### config.mk
export PLATFORM = sky130hd
export DESIGN_NAME = mac_result_fifo_flat
export DESIGN_NICKNAME = d
export VERILOG_FILES = /design/src/rtl/mac_result_fifo_if.sv /design/src/rtl/mac_result_fifo.sv /design/src/flat_wrapper.sv
export SDC_FILE = /design/constraint.sdc
export NUM_CORES = 1
export LEC_CHECK = 0
export CAP_MARGIN = 20
export CORE_UTILIZATION = 50
export DETAILED_ROUTE_END_ITERATION = 8
export PLACE_DENSITY = 0.68
export SLEW_MARGIN = 20
export SYNTH_ARGS = -nofsm -noshare
export SYNTH_HDL_FRONTEND = slang
export SYNTH_SLANG_ARGS = --single-unit
### constraint.sdc
create_clock -name clk -period 3.9 [get_ports clk]
set_input_delay 1.17 -clock clk [delete_from_list [all_inputs] [get_ports clk]]
set_output_delay 1.17 -clock clk [all_outputs]
set_load 0.1 [all_outputs]
### src/rtl/mac_result_fifo_if.sv
// Push and read-port bundle between the mac result FIFO and its neighbours.
// The mac side drives the write strobe, and the consumer side drives the read handshake.
interface mac_result_fifo_if #(
  parameter int DW = 11,
  parameter int AW = 4
);
  logic [DW-1:0] mac_in;
  logic          mac_in_valid;
  logic          rd_ready;
  logic          clr_ovf;
  logic [DW-1:0] rd_data;
  logic          rd_valid;
  logic [AW:0]   count;
  logic          full;
  logic          overflow;

  modport master (
    output mac_in, mac_in_valid, rd_ready, clr_ovf,
    input  rd_data, rd_valid, count, full, overflow
  );

  modport slave (
    input  mac_in, mac_in_valid, rd_ready, clr_ovf,
    output rd_data, rd_valid, count, full, overflow
  );
endinterface

### src/rtl/mac_result_fifo.sv
// Show-ahead result FIFO behind the mac. It never stalls the mac: when the FIFO is full,
// a word arriving with no pop in the same cycle is dropped and the sticky overflow flag is set.
module mac_result_fifo #(
  parameter int DW    = 11,
  parameter int DEPTH = 16,
  parameter int AW    = 4
) (
  input  logic              clk,
  input  logic              reset,
  mac_result_fifo_if.slave  bus
);

  localparam logic [AW:0] FULL_COUNT = (AW+1)'(DEPTH);

  logic [DW-1:0] mem [DEPTH];
  logic [AW-1:0] wr_ptr;
  logic [AW-1:0] rd_ptr;
  logic [AW:0]   count_q;
  logic          overflow_q;

  logic not_empty;
  logic is_full;
  logic pop;
  logic push;
  logic drop;

  assign not_empty = (count_q != '0);
  assign is_full   = (count_q == FULL_COUNT);
  assign pop       = not_empty & bus.rd_ready;
  // A pop frees a slot in the same edge, so a full FIFO still accepts a word while draining.
  assign push      = bus.mac_in_valid & (~is_full | pop);
  assign drop      = bus.mac_in_valid & ~push;

  // NOTE: the storage array is deliberately left without a reset; it is only observable
  // through rd_data while count != 0, and the entries are always written before they are read.
  always_ff @(posedge clk) begin
    if (push) mem[wr_ptr] <= bus.mac_in;
  end

  // NOTE: all sequential state uses non-blocking assignments, so every register samples the
  // pre-edge values of push/pop, independent of statement order.
  always_ff @(posedge clk or negedge reset) begin
    if (!reset) begin
      wr_ptr     <= '0;
      rd_ptr     <= '0;
      count_q    <= '0;
      overflow_q <= 1'b0;
    end else begin
      if (push) wr_ptr <= wr_ptr + AW'(1);
      if (pop)  rd_ptr <= rd_ptr + AW'(1);

      case ({push, pop})
        2'b10:   count_q <= count_q + (AW+1)'(1);
        2'b01:   count_q <= count_q - (AW+1)'(1);
        default: count_q <= count_q;
      endcase

      // A drop in the same cycle as a clear wins, so no loss event is ever lost.
      if (drop)             overflow_q <= 1'b1;
      else if (bus.clr_ovf) overflow_q <= 1'b0;
    end
  end

  assign bus.rd_data  = not_empty ? mem[rd_ptr] : '0;
  assign bus.rd_valid = not_empty;
  assign bus.count    = count_q;
  assign bus.full     = is_full;
  assign bus.overflow = overflow_q;

endmodule

### src/flat_wrapper.sv
// flat-port wrapper written by rule: the top's interface ports become plain ports
module mac_result_fifo_flat 
#(
  parameter int DW    = 11,
  parameter int DEPTH = 16,
  parameter int AW    = 4
)
  (clk, reset, bus_mac_in, bus_mac_in_valid, bus_rd_ready, bus_clr_ovf, bus_rd_data, bus_rd_valid, bus_count, bus_full, bus_overflow);
  mac_result_fifo_if #(.DW(DW), .AW(AW)) bus_i ();
  input  logic clk;
  input  logic reset;
  input wire logic [$bits(bus_i.mac_in)-1:0] bus_mac_in;
  input wire logic [$bits(bus_i.mac_in_valid)-1:0] bus_mac_in_valid;
  input wire logic [$bits(bus_i.rd_ready)-1:0] bus_rd_ready;
  input wire logic [$bits(bus_i.clr_ovf)-1:0] bus_clr_ovf;
  output wire logic [$bits(bus_i.rd_data)-1:0] bus_rd_data;
  output wire logic [$bits(bus_i.rd_valid)-1:0] bus_rd_valid;
  output wire logic [$bits(bus_i.count)-1:0] bus_count;
  output wire logic [$bits(bus_i.full)-1:0] bus_full;
  output wire logic [$bits(bus_i.overflow)-1:0] bus_overflow;
  assign bus_i.mac_in = bus_mac_in;
  assign bus_i.mac_in_valid = bus_mac_in_valid;
  assign bus_i.rd_ready = bus_rd_ready;
  assign bus_i.clr_ovf = bus_clr_ovf;
  assign bus_rd_data = bus_i.rd_data;
  assign bus_rd_valid = bus_i.rd_valid;
  assign bus_count = bus_i.count;
  assign bus_full = bus_i.full;
  assign bus_overflow = bus_i.overflow;
  mac_result_fifo #(.DW(DW), .DEPTH(DEPTH), .AW(AW)) u_core (.clk(clk), .reset(reset), .bus(bus_i));
endmodule
Yosys cells after proc, flatten, opt, wreduce, memory -nomap -nowiden
Memory sizes are Yosys's and may differ from the RTL's.
Cells that the tools add are included.
{"block": "word_totals", "latch_bits": 0, "out_inout_bits": 19, "inputBits": 16, "register_bits": 14, "romBits": 0, "elab_cells": 27, "memories": 1, "ramBits": 176}
{"block": "classes", "mux": 6, "div": 0, "mul": 0, "magnitude_cmp": 0, "reduce_logical": 3, "n_shift": 0, "n_addsub": 4, "n_eq_ne": 3, "n_bitwise": 6}
{"name": "u_core.mem", "depth": 16, "width": 11, "read_ports": 1, "rd_clocked_by_memory_dff": 0, "write_ports": 1, "line": "mac_result_fifo.sv:15", "rtl": "logic [DW-1:0] mem [DEPTH];"}
{"cell": "11-bit two-way mux", "n": 1}
{"cell": "5-bit one-hot mux with 2 select lines", "n": 1}
{"cell": "4-bit by 1-bit adder with 4-bit output (second input constant)", "n": 2}
{"cell": "5-bit by 1-bit adder with 5-bit output (second input constant)", "n": 1}
{"cell": "5-bit == test (second input constant)", "n": 1}
{"cell": "5-bit nonzero test", "n": 1}
{"cell": "5-bit by 1-bit subtractor with 5-bit output (second input constant)", "n": 1}
{"cell": "1-bit two-way mux", "n": 4}
{"cell": "2-bit nonzero test", "n": 2}
{"cell": "1-bit AND", "n": 3}
{"cell": "2-bit by 1-bit == test with 1-bit output (second input constant)", "n": 1}
{"cell": "2-bit == test (second input constant)", "n": 1}
{"cell": "1-bit NOT", "n": 2}
{"cell": "1-bit OR", "n": 1}

Depth between registers and ports, before layout
Gate-level depths: netlist (run 1).
{"block": "depth", "word_depth": 7, "depth_mapped": 8, "depth_no_buf": 8}

Least setup slack after synthesis (run 1)
OpenSTA, ideal clock, no wires.
{"block": "synth_timing", "path_kind": "flip-flop to output port", "startpoint": "register u_core.count_q[4] (netlist: u_core.bus.count[4])", "endpoint": "output port bus_rd_data[1]", "arrival_time_ps": 4107, "stages_incl_launch_ff": 6, "path_slack_ps": -1377, "path_buffers": 1, "required_time_ps": 2730, "cell_sequence": "dfrtp_1 inv_1 nand2_1 clkbuf_1 o21ai_0 a21oi_1"}
{"block": "synth_via", "elab_chain_len": 2}
{"element": "start, declared", "line": "mac_result_fifo.sv:18", "rtl": "logic [AW:0] count_q;"}
{"element": "start signal, assigned", "line": "mac_result_fifo.sv:53", "rtl": "2'b10: count_q <= count_q + (AW+1)'(1);"}
{"element": "start signal, assigned", "line": "mac_result_fifo.sv:54", "rtl": "2'b01: count_q <= count_q - (AW+1)'(1);"}
{"element": "start signal, assigned", "line": "mac_result_fifo.sv:55", "rtl": "default: count_q <= count_q;"}
{"element": "5-bit nonzero test", "line": "mac_result_fifo.sv:27", "rtl": "assign not_empty = (count_q != '0);"}
{"element": "net bus_rd_valid", "line": "flat_wrapper.sv:17", "rtl": "output wire logic [$bits(bus_i.rd_valid)-1:0] bus_rd_valid;"}
{"element": "11-bit two-way mux", "line": "mac_result_fifo.sv:64", "rtl": "assign bus.rd_data = not_empty ? mem[rd_ptr] : '0;"}
{"element": "end, declared", "line": "flat_wrapper.sv:16", "rtl": "output wire logic [$bits(bus_i.rd_data)-1:0] bus_rd_data;"}
The timed path passes the listed nets, and every way through them passes these cells.

Final worst setup path (run 1)
{"block": "layout_timing", "startpoint": "register u_core.rd_ptr[1]", "endpoint": "output port bus_rd_data[3]"}
{"block": "layout_via", "elab_chain_len": 2}
{"element": "start, declared", "line": "mac_result_fifo.sv:17", "rtl": "logic [AW-1:0] rd_ptr;"}
{"element": "start signal, assigned", "line": "mac_result_fifo.sv:50", "rtl": "if (pop) rd_ptr <= rd_ptr + AW'(1);"}
{"element": "memory read 16 x 11 bit"}
{"element": "11-bit two-way mux", "line": "mac_result_fifo.sv:64"}
Every way passes these cells.

==> results of run 1 <==
[critical path, cell delays in order (launching register included)]
cell and delay [ns]:
dfrtp_2 0.39, buf_4 0.30, mux4_2 0.56, mux2_2 0.27, o21ai_0 0.18, buf_4 0.16
a21oi_4 0.04, buf_12 0.21
[synthesized netlist by cell type (all sizes together) (2+ instances only)]
library cell / number / area, µm²
and3: 5 / 31.3
nand2: 3 / 11.3
nor2: 5 / 18.8
o21ai: 13 / 76.3
ha: 8 / 100
mux4: 44 / 991
and2: 12 / 75.1
edfxtp: 176 / 5290
a21o: 2 / 16.3
dfrtp: 14 / 350
clkbuf: 5 / 18.8
inv: 6 / 22.5
xnor2: 6 / 52.6
a21oi: 13 / 65.1
nand2b: 2 / 12.5
buf: 11 / 60.1
mux2: 15 / 169
xor2: 3 / 26.3
nor3: 2 / 10.0
mux2i: 13 / 130
nand3: 3 / 15.0
[cell type report]
type | instances | share of cell area [%]
Inverter | 6 | 0.245
Timing Repair Buffer | 57 | 6.87
Clock buffer | 17 | 4.64
Multi-Input combinational cell | 160 | 22.1
Tap cell | 184 | 2.51
Clock inverter | 15 | 2.11
Sequential cell | 190 | 61.5
[how the worst min path moves through the flow]
stage / from / end / slack (ns) / depth (start not counted)
3_3_place_gp: u_core.bus.overflow / u_core.bus.overflow / 0.49 / 1
2_1_floorplan: u_core.wr_ptr[2] / u_core.wr_ptr[2] / 0.51 / 1
6_report: u_core.bus.overflow / u_core.bus.overflow / 0.50 / 1
3_5_place_dp: u_core.bus.overflow / u_core.bus.overflow / 0.49 / 1
5_1_grt: u_core.bus.overflow / u_core.bus.overflow / 0.55 / 1
4_1_cts: u_core.bus.overflow / u_core.bus.overflow / 0.51 / 1
[layer usage]
layer / share of wire (%) / track usage, % / up-vias / wire length [µm]
met5: 0 / 0 / - / 0
met1: 44 / 26.2 / 1915 / 6390
met2: 50 / 33.1 / 85 / 7240
li1: - / - / 1636 / -
met3: 3.9 / 5.14 / 16 / 555
met4: 1.4 / 7.23 / 0 / 201
[cell usage in the layout (no fill, tap or decap), types with 3 or more instances in the layout]
cell,count
edfxtp_1,176
mux4_2,44
buf_4,28
clkbuf_16,17
clkdlybuf4s50_1,16
mux2_2,15
mux2i_1,13
buf_12,13
o21ai_0,12
and2_1,12
dfrtp_1,10
a21oi_4,9
ha_1,8
inv_1,6
xnor2_1,6
and3_1,5
clkinv_2,5
nor2_1,4
bufinv_16,4
dfrtp_2,4
nand2_1,3
nand3_1,3
xor2_1,3
clkinvlp_4,3
[cells by family after synthesis]
kind of cell / Yosys count
XOR/XNOR: 9
buffers and inverters: 22
AO/OA/AOI/OAI: 33
flip-flops: 190
adder cells (fa/ha/maj): 9
AND/OR/NAND/NOR: 37
multiplexers: 72
[registers in the layout (all words and copies together) (netlist names)]
register             cells
u_core.bus.count         5
u_core.bus.overflow      1
u_core.mem             176
u_core.rd_ptr            4
u_core.wr_ptr            4
[per-stage QoR]
stage	utilization (%)	cells
2_1_floorplan	-	372
3_3_place_gp	58.0	597
3_5_place_dp	58.0	597
4_1_cts	62.2	629
5_1_grt	62.2	629
6_report	62.2	629
==> results.txt, run 1 <==
----------------------------------------------------
[Synth]
  Synth Instances ... 372
  Synth Warn # ... 0
  Net count after synthesis ... 397
  Multiplexer share of the synthesized area ... 16.8%
  Cell variety after synth ... 35
  Synth Register Bits ... 190
  Xor/xnor cell area share of the yosys netlist ... 1.03%
  Leading register cell type out of synthesis ... edfxtp_1
  Combinational family with the most area after synthesis ... multiplexers
  Synth Area in Compound Gates ... 2.66%
  Adder and majority gate portion of the synthesized area ... 1.57%
  Combined area of all synthesized cells ... 7660 µm²
  Area share of and/or/nand/nor cells after synthesis ... 2.97%
  Number of enable-type register cells in the synthesized netlist ... 176
  Mean instance size in the synthesized netlist ... 20.6 µm²
  Post-synth ARST share ... 7.37%
  Sequential share of the synthesized area ... 73.6%

[Placement]
  Detail Placement HPWL ... 9.09 mm
  Area post-placement ... 8560 µm²
  I/O Buffers ... 34
  DP Worst Slack ... 0.475 ns
  Placer Congestion ... 0.774

[Setup path]
  Arr. time, crit path ... 2.55 ns
  Reg2reg end ... u_core.bus.count[4]
  Critical path startpoint ... u_core.rd_ptr[1]
  Path type of the worst setup path ... reg2out
  Critical register-to-register path startpoint ... u_core.bus.count[0]
  Worst Path Max Fanout ... 18
  Category of the worst setup path capture point ... output pin
  Number of cells traversed by the worst register-to-register path ... 8
  Slack of the worst reg-to-reg path ... 1.16 ns
  Last element of the critical path ... bus_rd_data[3]
  Data required time at the worst endpoint ... 2.73 ns
  Startpoint kind of the worst setup timing path ... flop

[Finish]
  Final cell area excluding filler cells ... 9180 µm²
  Filler cells ... 1044
  Combined flip-flop and latch cell area ... 5640 µm²
  Layout overhead on the synthesized area ... 19.8%
  Area of the multi-input gates ... 2030 µm²
  Post-layout nets ... 457
  Diode insertion count for antenna repair ... 0
  Share of cells above drive strength 1 ... 34.6%

[Clock tree]
  Number of buffers added for setup after CTS ... 0
  Sinks on the clock net ... 190
  Buffers from clock root to sink, at most ... 2
  Number of H-tree branching levels ... 4
  TritonCTS Buffers ... 17
  CTS-repair resized insts ... 0
  Buffer type at the clock tree root ... clkbuf_16
  Clock-pin transition on the worst setup and hold timing paths ... 0.07 ns
  # hold bufs at CTS ... 0
  TritonCTS clock tree ... yes
  Skew-Pair Late Insertion Delay ... 0.44 ns

[Timing]
  Crit path setup slack, layout ... 0.184 ns
  Final number of max-transition violations ... 0
  Max-slew headroom at the worst pin ... 35.3%
  Final worst-path cycle share ... 95.3%
  Largest clock skew in the final design ... 0.00936 ns
  Worst Tran Pin Value ... 0.968 ns
  RSZ-0062 raised after global routing ... no
  Max Freq ... 269 MHz
  Worst-case hold slack ... 0.500 ns
  Setup violation total in the final timing report ... 0
  Final min period ... 3.72 ns
  Fin Setup TNS ... 0 ns
  Hold Vio Cnt, Final ... 0

[Route]
  Number of optimization iterations in the first detailed-route pass ... 4
  Post-DRT Antenna Nets ... 0
  DR DRC count ... 0
  Count of vias placed by the detailed router ... 3652
  Starting DRC count in detailed routing ... 351
  Average routed wire per standard cell ... 22.9 µm
  Vias per inst ... 5.81
  Routed WL ... 14.4 mm

[Worst hold path]
  Hold/Removal Path Class ... reg2reg

[Floorplan]
  Standard cell core area ... 14800 µm²
  Horiz. Die Dim ... 126 µm
  Total die area ... 15800 µm²
  Chip Height ... 126 µm
  Top-Level Pins ... 35
  Number of placement rows ... 44
  Initial cell density of the core ... 51.9%

[GRT]
  Maximum number of pins on one net before global-route repair ... 30
  Overall fraction of global-route tracks in use ... 20.1%
  Total congestion overflow after global routing ... 0
  Number of antenna violations at the first check in global routing ... 0
  Global-route wire length before repair ... 22.7 mm
  Vias in the first global route ... 3916

[Run status]
  Outcome ... completed

[Run]
  Number of maximum-capacitance constraint violations ... 0

----------------------------------------------------
Power of run 1 is left out: the tool's default activity adds up to more than one toggle a clock period on the data nets, which glitch-free logic cannot reach.
==> run 2, diff against run 1 <==
CTS_CLUSTER_DIAMETER = 150   (was not set)
DONT_BUFFER_PORTS = 1   (was not set)
PLACE_DENSITY = not set   (was 0.68)
SKIP_CTS_REPAIR_TIMING = 1   (was not set)
==> results.txt, run 2 (same netlist as run 1, synthesis figures left out) <==
----------------------------------------------------
[Route]
  Starting DRC count in detailed routing ... 430
  Count of vias placed by the detailed router ... 3616
  Vias per inst ... 6.00
  Number of optimization iterations in the first detailed-route pass ... 6
  DR DRC count ... 0
  Routed WL ... 15.3 mm
  Post-DRT Antenna Nets ... 0
  Average routed wire per standard cell ... 25.4 µm

[Timing]
  Final number of max-transition violations ... 0
  Final worst-path cycle share ... 96.0%
  RSZ-0062 raised after global routing ... no
  Hold Vio Cnt, Final ... 0
  Max Freq ... 267 MHz
  Final min period ... 3.74 ns
  Fin Setup TNS ... 0 ns
  Largest clock skew in the final design ... 0.00966 ns
  Setup violation total in the final timing report ... 0
  Max-slew headroom at the worst pin ... 40.0%
  Worst Tran Pin Value ... 0.900 ns

[Finish]
  Share of cells above drive strength 1 ... 32.9%
  Final standard cell utilization of the core ... 60.1%
  Filler cells ... 1085
  Area of the multi-input gates ... 2030 µm²
  Leading cell type in the layout, fill and taps excluded ... edfxtp_1
  Largest register FFs ... 176
  Diode insertion count for antenna repair ... 0
  Commonest non-fill, non-tap cells in the layout ... 176 x edfxtp_1, 44 x mux4_2, 19 x buf_4
  Largest reg by FF count ... u_core.mem
  Combined flip-flop and latch cell area ... 5640 µm²
  Post-layout nets ... 431
  Layout overhead on the synthesized area ... 15.7%

[Floorplan]
  Total die area ... 15800 µm²
  Number of placement rows ... 44
  Standard cell core area ... 14800 µm²
  Initial cell density of the core ... 51.9%
  Chip Height ... 126 µm
  Top-Level Pins ... 35
  Horiz. Die Dim ... 126 µm

[Placement]
  I/O Buffers ... 0
  Placer Congestion ... 0.736
  Detail Placement HPWL ... 9.51 mm

[Setup path]
  Data required time at the worst endpoint ... 2.73 ns
  Startpoint kind of the worst setup timing path ... flop
  Arr. time, crit path ... 2.57 ns
  Reg2reg end ... u_core.bus.count[4]
  Number of cells traversed by the worst register-to-register path ... 9
  Critical path startpoint ... u_core.rd_ptr[1]
  Last element of the critical path ... bus_rd_data[2]
  Path type of the worst setup path ... reg2out
  Critical register-to-register path startpoint ... u_core.bus.count[3]
  Worst Path Max Fanout ... 18
  Slack of the worst reg-to-reg path ... 0.92 ns
  Category of the worst setup path capture point ... output pin

[GRT]
  Global-route wire length before repair ... 23.4 mm
  Total congestion overflow after global routing ... 0
  Maximum number of pins on one net before global-route repair ... 21
  Number of antenna violations at the first check in global routing ... 0
  Vias in the first global route ... 3852
  Overall fraction of global-route tracks in use ... 21.2%

[Run]
  Number of maximum-capacitance constraint violations ... 0

[Clock tree]
  TritonCTS Buffers ... 17
  Number of H-tree branching levels ... 4
  Skew-Pair Late Insertion Delay ... 0.42 ns
  Clock-pin transition on the worst setup and hold timing paths ... 0.06 ns
  Sinks on the clock net ... 190
  Buffers from clock root to sink, at most ... 2
  TritonCTS clock tree ... yes
  Buffer type at the clock tree root ... clkbuf_16

[Run status]
  Outcome ... completed

[Worst hold path]
  Hold/Removal Path Class ... in2async

----------------------------------------------------
-- run 2: cell count changes in the layout (fill, tap and decap cells not counted), sizes merged --
cell / change
buf: -10
bufinv: -2
clkbuf: +1
inv: -1
clkdlybuf4s50: -16
clkinv: +2
-- run 2: worst min-delay path by stage --
stage	to	startpoint	cells after the start
after floorplan	u_core.wr_ptr[2]	u_core.wr_ptr[2]	1
after global placement	u_core.wr_ptr[3]	u_core.wr_ptr[3]	1
after detailed placement	u_core.wr_ptr[2]	u_core.wr_ptr[2]	1
after CTS	u_core.bus.count[0]	reset	0
after global routing	u_core.bus.count[0]	reset	0
final	u_core.bus.overflow	reset	0
-- run 2: final cells by class --
cell class	instances	share of cell area, %
multi-input cells	160	22.9
repair buffers	31	4.32
clock inverters	14	1.41
inverters	6	0.254
flip-flops and latches	190	63.6
well taps	184	2.60
clock buffers	18	4.84
-- run 2: layer usage --
layer	vias up	track usage (%)	wire length, µm
met5	-	0	0
met4	0	7.37	184
met1	1928	30.1	7040
met2	88	32.5	7340
li1	1586	-	-
met3	14	5.27	765
-- run 2: stage by stage --
stage	area, µm²	setup slack [ns]	cells	hold WS, ns
after floorplan	7770	0.0633	372	0.510
after global placement	8310	0.600	571	0.553
after detailed placement	8310	0.571	571	0.561
after CTS	8860	0.111	603	0.413
after global routing	8860	0.0296	603	0.411
final	8860	0.156	603	0.433
-- run 2: worst max-delay path, stage by stage, from the launching register on --
cell and delay, ns:
dfrtp_2 0.42, buf_4 0.34, mux4_2 0.55, mux2_2 0.29, o21ai_0 0.28, a21oi_4 0.08, buf_12 0.19
Power of run 2 is left out for the same reason.
==> RTL edit 1: new RTL, config.mk and constraints of run 2 <==
`DEPTH` is set to 16 in 2 places; all go to 32.
--- a/src/rtl/mac_result_fifo.sv
+++ b/src/rtl/mac_result_fifo.sv
@@ -3,5 +3,5 @@
 module mac_result_fifo #(
   parameter int DW    = 11,
-  parameter int DEPTH = 16,
+  parameter int DEPTH = 32,
   parameter int AW    = 4
 ) (
--- a/src/flat_wrapper.sv
+++ b/src/flat_wrapper.sv
@@ -3,5 +3,5 @@
 #(
   parameter int DW    = 11,
-  parameter int DEPTH = 16,
+  parameter int DEPTH = 32,
   parameter int AW    = 4
 )
Formal check against the unedited RTL: not equivalent (Yosys sat finds a counterexample within 4 cycles, from zero or initial values and one cycle with reset low).
==> RTL edit 1 against run 2 <==
Synthesized area grew 0.69%. Global-route usage shrank 1.5 points. Worst setup slack lost 16 ps. Cell area grew 1.4%. Cell count grew 4.0%. First-iteration DRC count shrank 42%. Fmax shrank 0.44%. Sequential cell count is the same. Die area grew 0.68%. Wire length shrank 7.9%. Non-clock buffer count grew 11. Sequential share of layout area shrank 0.88 points. Critical endpoint is now bus_rd_data[3].
==> RTL edit 1: results (changes against run 2) <==
- Result of the run: complete, no violations (unchanged).
* Synth area leaders: edfxtp_1, mux4_2, dfrtp_1, mux4_1, mux2_2 (was edfxtp_1, mux4_2, dfrtp_1, mux2_2, mux2i_1)
* Vias in the first global route: 3,753 (was 3,852)
- The largest register by flop count was u_core.mem (unchanged).
* Drt first pass iters: 5 (was 6)
* Ranking of synthesized cells by instance count: edfxtp_1, mux4_2, nor2_1 (was edfxtp_1, mux4_2, mux2_2)
- Area fraction in compound gates after synthesis: 2.37% (was 2.66%)
* All-layer global routing usage: 19.7% (was 21.2%)
- The placed wire-length estimate was 8910 µm (was 9510 µm).
* Master cell of the clock root buffer: clkbuf_16 (unchanged)
- The number of buffers inserted by port buffering is 0 (unchanged).
- Asr flop ratio synth: 7.37% (unchanged)
- The weighted congestion reported at the end of routability-driven placement was 0.750 (was 0.736).
- Count of warnings emitted by yosys: 0 (unchanged)
- The type of the most critical hold path is in -> async (unchanged).
- Part of the Yosys area used for sequential elements: 73.1% (was 73.6%)
* Post-placement setup slack: 573 ps (was 571 ps)
* Number of enable-type register cells in the synthesized netlist: 176 (unchanged)
- Peak ir drop on the vdd network: 0.324 mV
* Clock latency on the worst-skew pair: 430 ps
- Pin count of the biggest net entering global routing: 27 (was 21)
- The final-stage net count came to 452 (was 431).
- Static power due to leakage: 0.00289 µW
- Fraction of the mapped netlist area in adder cells: 1.46% (was 1.57%)
* First-pass GRT wire length: 22,100 µm (was 23,400 µm)
* Share of layout cells above drive strength 1: 31.7% (was 32.9%)
* Xor-xnor portion of the synthesized cell area: 1.14% (was 1.03%)
* Antenna fix cells: 0 (unchanged)
- Inserted Clock Buffers: 17 (unchanged)
* Initial drt markers: 249 (was 430)
- The worst clock skew on the final layout came to 8.32 ps (was 9.66 ps).
- Routed wire per std cell: 22.5 µm (was 25.4 µm)
* Unique cell type count in the Yosys netlist: 36 (was 35)
* Buffer depth of the longest clock path: 2 (unchanged)
- The actual slew at the worst max-slew pin was 896 ps (was 900 ps).
- Number of antenna violations at the first check in global routing: 0 (unchanged)
* Critical Path Fanout Max: 14 (was 18)
- The share of cell area taken by muxes after synthesis is 16.7% (was 16.8%).
* Post-CTS clock slew at the launch and capture registers of the worst setup and hold paths: 60 ps (about the same)
- The data arrival time of the worst path is 2590 ps (was 2570 ps).
- Via count of the routed design: 3,578 (was 3,616)
* Total number of H-tree levels: 4 (unchanged)
* Max FFs per register: 176 (unchanged)
- Syn Nets: 412 (was 397)
-- RTL edit 1: per-stage QoR --
step / cells / utilization, % / hold slack (ps) / area [µm²]
2_1_floorplan: 387 / - / 509 / 7810
3_3_place_gp: 596 / 55.6 / 538 / 8430
3_5_place_dp: 596 / 55.6 / 541 / 8430
4_1_cts: 627 / 59.3 / 409 / 8980
5_1_grt: 627 / 59.3 / 402 / 8980
6_report: 627 / 59.3 / 432 / 8980
-- RTL edit 1: worst paths after layout --
kind,start,depth (start not counted),slack (ps),to
min in group clk,u_core.wr_ptr[0],1,550,u_core.wr_ptr[0]
worst max-delay path,u_core.rd_ptr[1],6,140,bus_rd_data[3]
worst max register to register,u_core.bus.count[2],9,780,u_core.bus.count[4]
worst min register to register,u_core.wr_ptr[0],1,550,u_core.wr_ptr[0]
worst min-delay path,reset,0,430,u_core.bus.count[3]
max in group asynchronous,reset,0,3380,u_core.rd_ptr[1]
-- RTL edit 1: cells by family after synthesis --
| kind of cell | count (synthesis) |
|---|---|
| AOI/OAI and AO/OA | 33 |
| xor gates and xnor gates | 10 |
| adders and majority gates | 9 |
| buffers and inverters | 26 |
| DFF | 190 |
| muxes | 69 |
| and+or+nand+nor | 50 |
-- RTL edit 1: where the power goes --
part	internal [µW]	leakage [µW]	switching (µW)
combinational	0.508	0.000858	0.344
clock	933	0.000262	703
sequential	2230	0.00177	5.77
total	3160	0.00289	709
-- RTL edit 1: layer usage --
| metal | vias up | wire length (µm) | global-route usage, % |
|---|---|---|---|
| met2 | 75 | 6880 | 31.3 |
| met4 | 0 | 146 | 6.09 |
| met3 | 11 | 771 | 6.37 |
| met1 | 1841 | 6310 | 26.1 |
| met5 | - | 0 | 0 |
| li1 | 1651 | - | - |
-- RTL edit 1: layout make-up --
class	instances	area (µm²)
Inverter	5	18.8
Multi-Input combinational cell	171	2050
Sequential cell	190	5640
Fill cell	1088	6160
Clock buffer	19	433
Clock inverter	12	121
Tap cell	188	235
Timing Repair Buffer	42	490
-- RTL edit 1: critical path, cell delays in order (launching register included) --
cell and delay [ps]:
dfrtp_2 540, buf_4 320, mux4_1 570, mux2_2 280, o21ai_1 210, a21oi_4 70
buf_12 180
==> RTL edit 2: new RTL, settings of run 2 <==
Without the edit above. Reset style: synchronous (`reset`), changed in one clocked block.
--- a/src/rtl/mac_result_fifo.sv
+++ b/src/rtl/mac_result_fifo.sv
@@ -40,5 +40,5 @@
   // NOTE: all sequential state uses non-blocking assignments, so every register samples the
   // pre-edge values of push/pop, independent of statement order.
-  always_ff @(posedge clk or negedge reset) begin
+  always_ff @(posedge clk) begin
     if (!reset) begin
       wr_ptr     <= '0;
Check against the original RTL: differs if reset is asserted again (counterexample within 4 cycles, from zero or initial values and one cycle with reset low); with reset held inactive, the same outputs for 10 cycles.
==> RTL edit 2 against run 2 <==
Count of clock-buffer cells in the layout grew 3. Synthesized area grew 2.6%. Core utilization shrank 0.38 points. Cell area grew 2.8%. Worst setup slack gained 96 ps. Wire length grew 1.9%. Critical path depth is the same. Sequential cell count grew 4. Synthesized cell count grew 11%. Cell count grew 11%.
==> RTL edit 2: results (changes against run 2) <==
* Maximum cell stage delay along the critical path: 520 ps (was 550 ps)
- Number of ordinary inverters in the final layout: 11 (was 6)
- The fraction of the mapped netlist area in compound gates was 4.38% (was 2.66%).
* Worst hold path type: reg -> reg (was in -> async)
- Share of layout cells above drive strength 1: 28.6% (was 32.9%)
* Arr. time, crit path: 2480 ps (was 2570 ps)
* Total of clock buffers placed in the layout: 21 (was 18)
* Area of the mapped netlist: 0.00786 mm² (was 0.00766 mm²)
- The area added between synthesis and finish is 15.9% (was 15.7%).
- Multi-input gate count: 183 (was 160)
- Part of the Yosys area used for sequential elements: 71.8% (was 73.6%)
* Fraction of the mapped netlist area in adder cells: 1.53% (was 1.57%)
* Area occupied by multi-input gates: 0.00220 mm² (was 0.00203 mm²)
* Unique cell type count in the Yosys netlist: 41 (was 35)
- Fillcell total: 1,103 (was 1,085)
- Weighted congestion reported at the end of routability-driven placement: 0.705 (was 0.736)
* Fraction of area in clock buffers and inverters: 5.56% (was 6.25%)
- The worst clock skew on the final layout was 6.70 ps (was 9.66 ps).
- Post-placement setup slack: 679 ps (was 571 ps)
- The xor/xnor share of the synthesized area was 0.446% (was 1.03%).
- Number of nets in the layout: 473 (was 431)
- Pin count of the biggest net entering global routing: 45 (was 21)
- Number of buffers other than clock buffers in the final layout: 41 (was 31)
- The maximum fanout along the worst path was 32 (was 18).
- Final routed wirelength across all metal layers: 15,600 µm (was 15,300 µm)
* Ranking of synthesized cells by instance count: edfxtp_1, mux4_2, a211oi_1 (was edfxtp_1, mux4_2, mux2_2)
- The post-synthesis async set-or-reset flop share was 0% (was 7.37%).
- Sequential fraction of total cell area: 62.0% (was 63.6%)
- All-layer global routing usage: 21.4% (was 21.2%)
- The first-pass GRT wire length is 24,200 µm (was 23,400 µm).
- The actual slew at the worst max-slew pin is 957 ps (was 900 ps).
- The number of global-route vias before repair is 4,093 (was 3,852).
* Synth top area share: 67.3% (was 69.0%)
* Via count of the routed design: 3,847 (was 3,616)
* Area of placed instances: 0.00860 mm² (was 0.00831 mm²)
* Result of the run: complete, no violations (unchanged)
[RTL edit 2: worst paths after layout]
path,start,endpoint,slack [ps]
min reg2reg,u_core.bus.count[3],u_core.bus.count[3],550
max reg2reg,u_core.bus.count[0],u_core.bus.count[4],1060
max,register,bus_rd_data[0],250
min,u_core.bus.count[3],u_core.bus.count[3],550
[RTL edit 2: layer usage]
layer / wire length, µm / share of wire (%) / global-route usage [%] / vias to the layer above
met4: 291 / 1.9 / 8.05 / 0
li1: - / - / - / 1725
met1: 6840 / 44 / 28.7 / 2007
met2: 7730 / 49 / 34.1 / 95
met5: 0 / 0 / 0 / -
met3: 756 / 4.8 / 5.19 / 20
[RTL edit 2: through the flow]
step | hold slack [ps] | instances | util (%) | setup TNS, ps
4_1_cts | 558 | 672 | 59.7 | 0
3_3_place_gp | 523 | 640 | 56.4 | 0
2_1_floorplan | 532 | 413 | - | -2160
6_report | 549 | 672 | 59.7 | 0
5_1_grt | 598 | 672 | 59.7 | 0
3_5_place_dp | 547 | 640 | 56.4 | 0
